### src/rtl/mul_float_unpack_mantissa_mul_if.sv
// Operand/result bus of the FP multiplier front-end stage.
interface mul_float_unpack_mantissa_mul_if;
  // Upstream operand channel
  logic        iDATA_VALID;
  logic        oDATA_BUSY;
  logic [31:0] iDATA_A;
  logic [31:0] iDATA_B;

  // Downstream sign/exp/fract/except channel
  logic        oDATA_VALID;
  logic        iDATA_BUSY;
  logic        oDATA_SIGN;
  logic [9:0]  oDATA_EXP;
  logic [47:0] oDATA_FRACT;
  logic        oDATA_EXCEPT_EXP_A0;
  logic        oDATA_EXCEPT_EXP_B0;
  logic        oDATA_EXCEPT_EXP_A1;
  logic        oDATA_EXCEPT_EXP_B1;
  logic        oDATA_EXCEPT_FRACT_A0;
  logic        oDATA_EXCEPT_FRACT_B0;

  // Stage side
  modport slave (
    input  iDATA_VALID, iDATA_A, iDATA_B, iDATA_BUSY,
    output oDATA_BUSY, oDATA_VALID, oDATA_SIGN, oDATA_EXP, oDATA_FRACT,
           oDATA_EXCEPT_EXP_A0, oDATA_EXCEPT_EXP_B0,
           oDATA_EXCEPT_EXP_A1, oDATA_EXCEPT_EXP_B1,
           oDATA_EXCEPT_FRACT_A0, oDATA_EXCEPT_FRACT_B0
  );

  // Environment side (drives operands and downstream stall)
  modport master (
    output iDATA_VALID, iDATA_A, iDATA_B, iDATA_BUSY,
    input  oDATA_BUSY, oDATA_VALID, oDATA_SIGN, oDATA_EXP, oDATA_FRACT,
           oDATA_EXCEPT_EXP_A0, oDATA_EXCEPT_EXP_B0,
           oDATA_EXCEPT_EXP_A1, oDATA_EXCEPT_EXP_B1,
           oDATA_EXCEPT_FRACT_A0, oDATA_EXCEPT_FRACT_B0
  );
endinterface

### src/rtl/mul_float_unpack_mantissa_mul.sv
// binary32 multiplier front-end: unpack operands, sum exponents, form the
// full 48-bit mantissa product and raw-field exception flags (2-stage pipe).
module mul_float_unpack_mantissa_mul (
  input  logic iCLOCK,
  input  logic inRESET,
  input  logic iRESET_SYNC,
  mul_float_unpack_mantissa_mul_if.slave bus
);

  localparam int unsigned EXP_W   = 8;
  localparam int unsigned FRAC_W  = 23;
  localparam int unsigned MANT_W  = FRAC_W + 1;
  localparam int unsigned EXPS_W  = 10;
  localparam int unsigned PROD_W  = 2 * MANT_W;
  localparam int unsigned FLAG_W  = 6;
  localparam int unsigned BIAS    = 127;

  // Flag vector order: {exp_a0, exp_b0, exp_a1, exp_b1, fract_a0, fract_b0}
  logic [EXP_W-1:0]  w_exp_a;
  logic [EXP_W-1:0]  w_exp_b;
  logic [FRAC_W-1:0] w_frac_a;
  logic [FRAC_W-1:0] w_frac_b;
  logic [MANT_W-1:0] w_mant_a;
  logic [MANT_W-1:0] w_mant_b;
  logic              w_sign;
  logic [EXPS_W-1:0] w_exp_sum;
  logic [FLAG_W-1:0] w_flags;
  logic [PROD_W-1:0] w_product;
  logic              w_advance;

  logic              r_s1_valid;
  logic              r_s1_sign;
  logic [EXPS_W-1:0] r_s1_exp;
  logic [MANT_W-1:0] r_s1_mant_a;
  logic [MANT_W-1:0] r_s1_mant_b;
  logic [FLAG_W-1:0] r_s1_flags;

  logic              r_s2_valid;
  logic              r_s2_sign;
  logic [EXPS_W-1:0] r_s2_exp;
  logic [PROD_W-1:0] r_s2_fract;
  logic [FLAG_W-1:0] r_s2_flags;

  assign w_exp_a  = bus.iDATA_A[30:23];
  assign w_exp_b  = bus.iDATA_B[30:23];
  assign w_frac_a = bus.iDATA_A[22:0];
  assign w_frac_b = bus.iDATA_B[22:0];

  // Hidden bit is cleared for a zero exponent (zero / subnormal operands)
  assign w_mant_a  = {(|w_exp_a), w_frac_a};
  assign w_mant_b  = {(|w_exp_b), w_frac_b};
  assign w_sign    = bus.iDATA_A[31] ^ bus.iDATA_B[31];

  // Wraps mod 1024 on purpose; the normalize stage decodes under/overflow
  assign w_exp_sum = EXPS_W'({2'b00, w_exp_a}) + EXPS_W'({2'b00, w_exp_b})
                   - EXPS_W'(BIAS);

  assign w_flags = {(w_exp_a == 8'h00), (w_exp_b == 8'h00),
                    (w_exp_a == 8'hFF), (w_exp_b == 8'hFF),
                    (w_frac_a == 23'd0), (w_frac_b == 23'd0)};

  assign w_product = PROD_W'(r_s1_mant_a) * PROD_W'(r_s1_mant_b);
  assign w_advance = ~bus.iDATA_BUSY;

  // Stage 1: unpacked operands; bubbles propagate, payload loads regardless of valid
  always_ff @(posedge iCLOCK or negedge inRESET) begin
    if (!inRESET) begin
      r_s1_valid  <= 1'b0;
      r_s1_sign   <= 1'b0;
      r_s1_exp    <= '0;
      r_s1_mant_a <= '0;
      r_s1_mant_b <= '0;
      r_s1_flags  <= '0;
    end else if (iRESET_SYNC) begin
      r_s1_valid  <= 1'b0;
      r_s1_sign   <= 1'b0;
      r_s1_exp    <= '0;
      r_s1_mant_a <= '0;
      r_s1_mant_b <= '0;
      r_s1_flags  <= '0;
    end else if (w_advance) begin
      r_s1_valid  <= bus.iDATA_VALID;
      r_s1_sign   <= w_sign;
      r_s1_exp    <= w_exp_sum;
      r_s1_mant_a <= w_mant_a;
      r_s1_mant_b <= w_mant_b;
      r_s1_flags  <= w_flags;
    end
  end

  // Stage 2: mantissa product, with sign/exp/flags carried alongside
  always_ff @(posedge iCLOCK or negedge inRESET) begin
    if (!inRESET) begin
      r_s2_valid <= 1'b0;
      r_s2_sign  <= 1'b0;
      r_s2_exp   <= '0;
      r_s2_fract <= '0;
      r_s2_flags <= '0;
    end else if (iRESET_SYNC) begin
      r_s2_valid <= 1'b0;
      r_s2_sign  <= 1'b0;
      r_s2_exp   <= '0;
      r_s2_fract <= '0;
      r_s2_flags <= '0;
    end else if (w_advance) begin
      r_s2_valid <= r_s1_valid;
      r_s2_sign  <= r_s1_sign;
      r_s2_exp   <= r_s1_exp;
      r_s2_fract <= w_product;
      r_s2_flags <= r_s1_flags;
    end
  end

  // Stall passes straight through to upstream
  assign bus.oDATA_BUSY = bus.iDATA_BUSY;

  assign bus.oDATA_VALID           = r_s2_valid;
  assign bus.oDATA_SIGN            = r_s2_sign;
  assign bus.oDATA_EXP             = r_s2_exp;
  assign bus.oDATA_FRACT           = r_s2_fract;
  assign bus.oDATA_EXCEPT_EXP_A0   = r_s2_flags[5];
  assign bus.oDATA_EXCEPT_EXP_B0   = r_s2_flags[4];
  assign bus.oDATA_EXCEPT_EXP_A1   = r_s2_flags[3];
  assign bus.oDATA_EXCEPT_EXP_B1   = r_s2_flags[2];
  assign bus.oDATA_EXCEPT_FRACT_A0 = r_s2_flags[1];
  assign bus.oDATA_EXCEPT_FRACT_B0 = r_s2_flags[0];

endmodule

### src/flat_wrapper.sv
// flat-port wrapper written by rule: the top's interface ports become plain ports
module mul_float_unpack_mantissa_mul_flat 
  (iCLOCK, inRESET, iRESET_SYNC, bus_iDATA_VALID, bus_iDATA_A, bus_iDATA_B, bus_iDATA_BUSY, bus_oDATA_BUSY, bus_oDATA_VALID, bus_oDATA_SIGN, bus_oDATA_EXP, bus_oDATA_FRACT, bus_oDATA_EXCEPT_EXP_A0, bus_oDATA_EXCEPT_EXP_B0, bus_oDATA_EXCEPT_EXP_A1, bus_oDATA_EXCEPT_EXP_B1, bus_oDATA_EXCEPT_FRACT_A0, bus_oDATA_EXCEPT_FRACT_B0);
  mul_float_unpack_mantissa_mul_if bus_i ();
  input  logic iCLOCK;
  input  logic inRESET;
  input  logic iRESET_SYNC;
  input wire logic [$bits(bus_i.iDATA_VALID)-1:0] bus_iDATA_VALID;
  input wire logic [$bits(bus_i.iDATA_A)-1:0] bus_iDATA_A;
  input wire logic [$bits(bus_i.iDATA_B)-1:0] bus_iDATA_B;
  input wire logic [$bits(bus_i.iDATA_BUSY)-1:0] bus_iDATA_BUSY;
  output wire logic [$bits(bus_i.oDATA_BUSY)-1:0] bus_oDATA_BUSY;
  output wire logic [$bits(bus_i.oDATA_VALID)-1:0] bus_oDATA_VALID;
  output wire logic [$bits(bus_i.oDATA_SIGN)-1:0] bus_oDATA_SIGN;
  output wire logic [$bits(bus_i.oDATA_EXP)-1:0] bus_oDATA_EXP;
  output wire logic [$bits(bus_i.oDATA_FRACT)-1:0] bus_oDATA_FRACT;
  output wire logic [$bits(bus_i.oDATA_EXCEPT_EXP_A0)-1:0] bus_oDATA_EXCEPT_EXP_A0;
  output wire logic [$bits(bus_i.oDATA_EXCEPT_EXP_B0)-1:0] bus_oDATA_EXCEPT_EXP_B0;
  output wire logic [$bits(bus_i.oDATA_EXCEPT_EXP_A1)-1:0] bus_oDATA_EXCEPT_EXP_A1;
  output wire logic [$bits(bus_i.oDATA_EXCEPT_EXP_B1)-1:0] bus_oDATA_EXCEPT_EXP_B1;
  output wire logic [$bits(bus_i.oDATA_EXCEPT_FRACT_A0)-1:0] bus_oDATA_EXCEPT_FRACT_A0;
  output wire logic [$bits(bus_i.oDATA_EXCEPT_FRACT_B0)-1:0] bus_oDATA_EXCEPT_FRACT_B0;
  assign bus_i.iDATA_VALID = bus_iDATA_VALID;
  assign bus_i.iDATA_A = bus_iDATA_A;
  assign bus_i.iDATA_B = bus_iDATA_B;
  assign bus_i.iDATA_BUSY = bus_iDATA_BUSY;
  assign bus_oDATA_BUSY = bus_i.oDATA_BUSY;
  assign bus_oDATA_VALID = bus_i.oDATA_VALID;
  assign bus_oDATA_SIGN = bus_i.oDATA_SIGN;
  assign bus_oDATA_EXP = bus_i.oDATA_EXP;
  assign bus_oDATA_FRACT = bus_i.oDATA_FRACT;
  assign bus_oDATA_EXCEPT_EXP_A0 = bus_i.oDATA_EXCEPT_EXP_A0;
  assign bus_oDATA_EXCEPT_EXP_B0 = bus_i.oDATA_EXCEPT_EXP_B0;
  assign bus_oDATA_EXCEPT_EXP_A1 = bus_i.oDATA_EXCEPT_EXP_A1;
  assign bus_oDATA_EXCEPT_EXP_B1 = bus_i.oDATA_EXCEPT_EXP_B1;
  assign bus_oDATA_EXCEPT_FRACT_A0 = bus_i.oDATA_EXCEPT_FRACT_A0;
  assign bus_oDATA_EXCEPT_FRACT_B0 = bus_i.oDATA_EXCEPT_FRACT_B0;
  mul_float_unpack_mantissa_mul u_core (.iCLOCK(iCLOCK), .inRESET(inRESET), .iRESET_SYNC(iRESET_SYNC), .bus(bus_i));
endmodule
### config.mk
export PLATFORM = sky130hd
export DESIGN_NAME = mul_float_unpack_mantissa_mul_flat
export DESIGN_NICKNAME = d
export VERILOG_FILES = /design/src/rtl/mul_float_unpack_mantissa_mul_if.sv /design/src/rtl/mul_float_unpack_mantissa_mul.sv /design/src/flat_wrapper.sv
export SDC_FILE = /design/constraint.sdc
export NUM_CORES = 2
export LEC_CHECK = 0
export ABC_AREA = 0
export CAP_MARGIN = 10
export CORE_ASPECT_RATIO = 0.8
export CORE_MARGIN = 1
export CORE_UTILIZATION = 40
export CTS_CLUSTER_DIAMETER = 50
export CTS_CLUSTER_SIZE = 8
export DETAILED_ROUTE_END_ITERATION = 10
export HOLD_SLACK_MARGIN = 0.03
export PLACE_DENSITY = 0.64
export SLEW_MARGIN = 0
export SYNTH_ARGS = -nofsm -noshare
export SYNTH_HDL_FRONTEND = slang
export SYNTH_SLANG_ARGS = --single-unit
### constraint.sdc
create_clock -name iCLOCK -period 21.5 [get_ports iCLOCK]
set_clock_uncertainty 0.2 [all_clocks]
set_input_delay 6.45 -clock iCLOCK [delete_from_list [all_inputs] [get_ports iCLOCK]]
set_output_delay 6.45 -clock iCLOCK [all_outputs]
set_load 0.02 [all_outputs]
## Word-level counts from Yosys, hierarchy flattened

Cells that the tools add are included.

| word-level totals | value |
|---|---|
| register bits | 132 |
| logic and storage cells | 46 |
| input bits | 69 |
| output and inout port bits | 67 |

| cells by class | value |
|---|---|
| eq/ne operators | 3 |
| multipliers | 1 |
| muxes and demuxes | 22 |
| reductions and logical operators | 6 |
| add/sub/neg operators | 2 |
| bitwise operators | 1 |

Operator list:

| operator | count |
|---|---|
| $mux 24 | 4 |
| $mux 48 | 2 |
| $mul 24x24->48 | 1 |
| $logic_not 23->1 | 2 |
| $mux 10 | 4 |
| $mux 6 | 4 |
| $eq 8x8->1 const B | 2 |
| $logic_not 8->1 | 2 |
| $reduce_or 8->1 | 2 |
| $sub 10x7->10 const B | 1 |
| $add 8x8->9 | 1 |
| $mux 1 | 8 |
| $ne 2x2->1 const B | 1 |
| $xor 1x1->1 | 1 |

## Logic depth before layout (Yosys ltp)

| depth | value |
|---|---|
| word-level depth | 4 |
| depth in mapped cells | 27 |
| depth with buffers taken out | 24 |

## Worst setup path after synthesis

OpenSTA, ideal clock, no wires.

| timing | value |
|---|---|
| path kind | input port to output port |
| start point | input port bus_iDATA_BUSY |
| end point | output port bus_oDATA_BUSY |
| arrival | 6.584 ns |
| data required time | 14.850 ns |
| cell stages on the path | 1 |
| buffers on the path | 1 |
| setup slack | 8.266 ns |
| path through | buf_4 |

RTL lines:

| item | line | text |
|---|---|---|
| from (decl) | flat_wrapper.sv:11 | `input wire logic [$bits(bus_i.iDATA_BUSY)-1:0] bus_iDATA_BUSY;` |
| to (decl) | flat_wrapper.sv:12 | `output wire logic [$bits(bus_i.oDATA_BUSY)-1:0] bus_oDATA_BUSY;` |

No word-level cell between the ends.

## Final worst setup path

| timing | value |
|---|---|
| start point | input port bus_iDATA_BUSY |
| end point | output port bus_oDATA_BUSY |

No word-level cell between the ends.

==> reports/summary.txt <==
Top cells by area, synth: fa_1 (39%), dfrtp_1 (13%), ha_1 (9.1%)
Top_reg_cell synth: dfrtp_1
Synth-to-layout area growth: 11.0%
Worst-path clk slew: 0.05 ns
Critical Path Max Stage Delay: 0.73 ns
Peak VDD IR: 0.0695 mV
CTS sink cnt: 132
Async set-reset flop share out of synthesis: 100%
# port buffers: 135
#FFs+latches synth: 132
Hold Violations, Final: 0
CP max FO: 66
DRT antenna net count: 0
Final Cycle Share: 66.6%
TritonRoute pass-1 iters: 5
Hold Crit Class: flop to flop
Die W: 282 um
Number of global-route vias before repair: 20.7k
WL/cell: 19.3 um
Initial Utilization: 40.7%
Power per cell area: 43.6 mW/mm2
Worst slack, placed: 7.16 ns
RSZ-0062 raised after global routing: false
Top-area cell type share of the netlist area: 38.5%
CTS root buf: clkbuf_16
Setup TNS: 0 ns
Vias: 19.5k
Sequential fraction of the synthesis area: 13.2%
Netlist Area Pre-Place: 0.0251 mm2
Final setup violation count: 0
Final worst slack: 7.17 ns
Crit path cell chain: buf_6, clkdlybuf4s50_1
CP Launch Type: input port
Total I/O pin count: 136
Initial drt markers: 1485
Most common cell after layout, fill and taps aside: inv_1
Post-DP HPWL: 54.7 mm
Synth warn: 0
H-tree levels: 4
Hold-fix buffers, CTS: 0
Met1 wire length: 30.5 mm
Worst-Skew Late Latency: 0.45 ns
Max-cap violations: 0
TritonCTS clock tree: done
Max-slew violations: 0
Cell class contributing the biggest share of worst-path delay: buffers and inverters
Slowest-stage cell, CP: clkdlybuf4s50_1
Global-route wire length before repair: 114 mm
LEAKAGE: 13.9 nW
Initial antenna violation count: 1
Slew @ Worst Pin: 1.36 ns
CTS buffer count: 17
Crit path time final: 14.33 ns
Postcts setup bufs: 0
Highest metal used: met4
Peak Freq: 69.8 MHz
Grt total ovfl: 0
Core footprint: 0.0616 mm2
Worst endpoint data arrival time: 7.68 ns
Synth Net Count: 3534
Via-per-instance ratio: 5.29
Gate count after technology mapping: 2799
Worst rel slew slack: 9.25%
Detailed Route WL: 71.2 mm
Gp weighted congestion: 0.969
GRT Total Usage: 23.4%
Critical path class: input port to primary output
Largest net degree at the start of global routing: 94
Row cnt: 81
Post-synth EDFFs: 0
Die extent in y: 226 um
Mean Syn Cell Area: 8.97 um2
Yosys top cell by area: fa_1
Post_cts resized: 0
Outcome: completed
Met3 wire len: 6.09 mm
Remaining DRCs: 0
PnR Total Power: 0.00121 W
Worst EP required: 14.85 ns
Worst path bufs/invs: 2
Die Area: 0.0638 mm2
Clk buf depth: 2
Layout net count: 3574
Layout cells sized above 1: 3.23%
CP Capture Type: primary output
Met2 WL: 32.4 mm
Number of unique standard cell types used by synthesis: 68
Most frequent cells in the layout: inv_1 (568), fa_1 (483), nand2_1 (381)
[synth_stat cells (12+ instances only)]
cell / instances
nor2_1: 138
nor4_1: 19
a21oi_1: 77
and2_1: 282
mux2i_1: 76
a21o_1: 30
buf_1: 12
nand2_1: 381
o21ai_0: 38
ha_1: 183
nand4_1: 16
xnor2_1: 28
inv_1: 568
dfrtp_1: 132
and3_1: 12
fa_1: 483
nor3_1: 27
clkbuf_1: 140
nand3_1: 23
[power by group]
part | total (W) | leakage (nW) | switching [W] | internal [W]
Combinational | 0.000601 | 11.8 | 0.000368 | 0.000233
Sequential | 0.000301 | 1.78 | 0.0000310 | 0.000270
Clock | 0.000313 | 0.296 | 0.000132 | 0.000181
Total | 0.00121 | 13.9 | 0.000530 | 0.000684
[kinds of logic after synthesis]
kind of cell	synth area share, %
simple gates	18.0
buf+inv	10.8
fa+ha+maj	47.6
compound gates	5.97
flops	13.2
mux	3.07
xor+xnor	1.36
[state kept, by name, indices dropped and copies added, names as in the netlist]
| name | cells |
|---|---|
| u_core.bus.oDATA_SIGN | 1 |
| u_core.r_s1_mant_a | 24 |
| u_core.r_s1_flags | 6 |
| u_core.bus.oDATA_EXP | 10 |
| u_core.bus.oDATA_FRACT | 48 |
| u_core.r_s1_mant_b | 24 |
| u_core.r_s1_sign | 1 |
| u_core.r_s1_valid | 1 |
| u_core.r_s1_exp | 10 |
| u_core.bus.oDATA_VALID | 1 |
| u_core.r_s2_flags | 6 |
[worst min-delay path, stage by stage, from the launching register on]
cell and delay, ns:
dfrtp_1 0.35, nand2_1 0.05, o21ai_0 0.06
[through the flow]
stage	util, %	cell area [um2]	std cells	hold WS (ns)
floorplan	-	25100	2799	0.277
global placement	44.2	27200	3648	0.271
detailed placement	44.2	27200	3648	0.277
CTS	45.1	27800	3680	0.294
global route	45.2	27900	3683	0.325
finish	45.2	27900	3683	0.290
[routing by layer]
metal / track usage, % / up-vias
met5: 0 / -
met4: 7.71 / 0
met3: 5.21 / 142
met2: 36.4 / 783
met1: 32.1 / 10002
li1: - / 8558
[final cells by class]
| cell class | instances | area (um2) |
|---|---|---|
| Inverter | 568 | 2130 |
| Sequential cell | 132 | 3300 |
| Antenna cell | 1 | 2.50 |
| Tap cell | 830 | 1040 |
| Clock buffer | 19 | 453 |
| Multi-Input combinational cell | 1944 | 19100 |
| Timing Repair Buffer | 176 | 1690 |
| Fill cell | 5957 | 33800 |
| Clock inverter | 13 | 159 |
[final timing paths]
path | start | to | slack [ns] | depth (start not counted)
max in group asynchronous | inRESET | u_core.r_s1_mant_b[13]$_DFFE_PN0P_ | 13.99 | 2
min | u_core.bus.oDATA_FRACT[32]$_DFFE_PN0P_ | u_core.bus.oDATA_FRACT[32]$_DFFE_PN0P_ | 0.29 | 2
max | bus_iDATA_BUSY | bus_oDATA_BUSY | 7.17 | 2
max reg2reg | u_core.r_s1_mant_b[3]$_DFFE_PN0P_ | u_core.bus.oDATA_FRACT[45]$_DFFE_PN0P_ | 13.24 | 24
min in group asynchronous | inRESET | u_core.r_s1_exp[6]$_DFFE_PN0P_ | 5.88 | 1
min reg2reg | u_core.bus.oDATA_FRACT[32]$_DFFE_PN0P_ | u_core.bus.oDATA_FRACT[32]$_DFFE_PN0P_ | 0.29 | 2
Note: power is estimated with default switching activity, not from simulation.
==> RTL change (config.mk and constraints unchanged) <==
Make the reset (`inRESET`) synchronous in 2 clocked blocks.
--- a/src/rtl/mul_float_unpack_mantissa_mul.sv
+++ b/src/rtl/mul_float_unpack_mantissa_mul.sv
@@ -64,5 +64,5 @@
 
   // Stage 1: unpacked operands; bubbles propagate, payload loads regardless of valid
-  always_ff @(posedge iCLOCK or negedge inRESET) begin
+  always_ff @(posedge iCLOCK) begin
     if (!inRESET) begin
       r_s1_valid  <= 1'b0;
@@ -90,5 +90,5 @@
 
   // Stage 2: mantissa product, with sign/exp/flags carried alongside
-  always_ff @(posedge iCLOCK or negedge inRESET) begin
+  always_ff @(posedge iCLOCK) begin
     if (!inRESET) begin
       r_s2_valid <= 1'b0;
Function: changed (Yosys sat finds a counterexample within 4 cycles, from zero or initial values and one cycle with inRESET low; the reset may be asserted at any time).
==> RTL change against the unedited design <==
- the run now ends with design-rule violations left
- wire length down 6.2%
- final area down 3.4%
- worst hold slack worse by 19 ps
- first-iteration DRC count down 5.0%
- setup slack worse by 210 ps
- die area down 3.8%
- sequential cell count unchanged
- non-clock buffer count up 7
- synthesized area down 3.8%
- global-route usage down 0.98 points
- critical path type unchanged
Power is not compared: it rests on default switching activity, and its combinational part moved more than twofold at a synthesized area within 25%.
==> RTL change: results (changes against the unedited design) <==
Parameter                              Value

Timing
  Final critical path time including I/O delays and setup    14540 ps (+209 ps)
  Worst Max-Slew Pin Slew    1190 ps (-174 ps)

Synthesis
  Area fraction in compound gates after synthesis    5.59% (-0.38 points)
  Top post-synthesis cells by area    sky130_fd_sc_hd__fa_1 40%, sky130_fd_sc_hd__dfxtp_1 11%, sky130_fd_sc_hd__ha_1 9.5%
  Per-instance average area after synthesis    8.83 um2 (-1.6%)
  Leading post-synthesis cells by instance count    572 x sky130_fd_sc_hd__inv_1, 483 x sky130_fd_sc_hd__fa_1, 331 x sky130_fd_sc_hd__nand2_1, 290 x sky130_fd_sc_hd__and2_1, 183 x sky130_fd_sc_hd__ha_1
  Count of different cell masters after synthesis    57 (-16%)
  Area share of xor/xnor cells in the synthesized design    1.78% (+0.42 points)
  Mux cell area share after synthesis    3.36% (+0.28 points)
  Net count after synthesis    3469 (-1.8%)
  Main synth FF type    sky130_fd_sc_hd__dfxtp_1
  Sequential-to-total area share from yosys stat    10.9% (-2.2 points)

Drt
  TritonRoute pass-1 iters    8 (+3)
  Detailed-route DRC error count    1 (+1)
  Number of vias after detailed routing    18.6k (-4.6%)
  Routed Wire Length    66.8 mm (-6.2%)
  Number of DRC markers in iteration 0    1411 (-5.0%)

Worst setup path
  R2R Path Start    u_core.r_s1_mant_b[5]$_SDFFE_PP0N_
  Worst reg-to-reg setup slack    13330 ps (+90 ps)
  Endpoint of the worst-slack reg-to-reg timing path    u_core.bus.oDATA_FRACT[45]$_SDFFE_PP0N_
  Arrival time worst endpoint    7890 ps (+210 ps)
  Cell count of the worst reg-to-reg path    22 (-8.3%)
  Critical path peak fanout    100 (+52%)
  Largest stage delay on the critical path    760 ps (+30 ps)

Place
  DP HPWL    51.6 mm (-5.5%)

Global routing
  Antenna violations before repair    4 (+3)
  Global-route wire length before repair    107 mm (-5.7%)
  Largest net degree at the start of global routing    101 (+7.4%)
  Number of global-route vias before repair    19.7k (-4.5%)
  GRT Total Usage    22.4% (-0.98 points)

Final layout
  Fillcell total    5749 (-3.5%)
  Antenna Cells    0 (-1)
  Layout cells sized above 1    3.14% (-0.087 points)
  Fin cells    3583 (-2.7%)

Hold path
  Endpoint of the worst hold-timing path    u_core.bus.oDATA_FRACT[20]$_SDFFE_PP0N_
  Worst hold path startpoint    u_core.bus.oDATA_FRACT[20]$_SDFFE_PP0N_

Run status
  Failing checks    design-rule violations
  Outcome    finished with violations
## RTL change: power breakdown
part           internal [mW]  total [mW]  leakage, nW  switching (mW)
clock network          0.179       0.317        0.307           0.138
logic                 0.0610       0.159         11.7          0.0978
registers              0.250       0.260         1.07          0.0103
total                  0.490       0.736         13.1           0.246
## RTL change: routing by layer
layer	track usage [%]	part of all wire [%]	up-vias
met5	0	0.040	-
met1	30.9	44	9425
met4	6.56	2.5	4
met2	35.3	46	708
li1	-	-	8334
met3	4.89	8.0	127
## RTL change: worst register-to-register path: stages, from the launching register on
cell and delay (ps):
sky130_fd_sc_hd__dfxtp_1 1060, sky130_fd_sc_hd__nand2_1 200, sky130_fd_sc_hd__fa_1 520, sky130_fd_sc_hd__inv_1 50, sky130_fd_sc_hd__fa_1 500, sky130_fd_sc_hd__inv_1 70
sky130_fd_sc_hd__fa_1 500, sky130_fd_sc_hd__fa_1 520, sky130_fd_sc_hd__inv_1 50, sky130_fd_sc_hd__fa_1 490, sky130_fd_sc_hd__fa_1 500, sky130_fd_sc_hd__inv_1 50
sky130_fd_sc_hd__fa_1 530, sky130_fd_sc_hd__inv_1 60, sky130_fd_sc_hd__ha_1 440, sky130_fd_sc_hd__and3_1 250, sky130_fd_sc_hd__and3_1 190, sky130_fd_sc_hd__nand3_1 80
sky130_fd_sc_hd__a21oi_1 360, sky130_fd_sc_hd__o2111ai_1 250, sky130_fd_sc_hd__a2111oi_0 870, sky130_fd_sc_hd__nor3_1 110, sky130_fd_sc_hd__o31ai_1 240
## RTL change: stage by stage
stage	hold WS [ps]	utilization (%)	area [um2]
floorplan	245	-	24100
global placement	253	44.0	26300
detailed placement	257	44.1	26300
CTS	270	45.1	26900
global route	285	45.1	26900
finish	271	45.1	26900
## RTL change: logic make-up (layout without fill, tap and decap cells)
| group | count (synthesis) | after routing |
|---|---|---|
| DFF | 132 | 132 |
| AOI/OAI and AO/OA | 212 | 212 |
| adders and majority gates | 666 | 666 |
| buffers and inverters | 717 | 787 |
| and+or+nand+nor | 877 | 877 |
| xor gates and xnor gates | 49 | 49 |
| muxes | 81 | 81 |
## RTL change: layout make-up
cell class                      instances  area (um2)  area share [%]
Clock inverter                         15         213           0.790
Sequential cell                       132        2640            9.82
Clock buffer                           17         425            1.58
Inverter                              572        2150            7.98
Tap cell                              779         975            3.62
Multi-Input combinational cell       1885       18800            69.9
Timing Repair Buffer                  183        1710            6.35
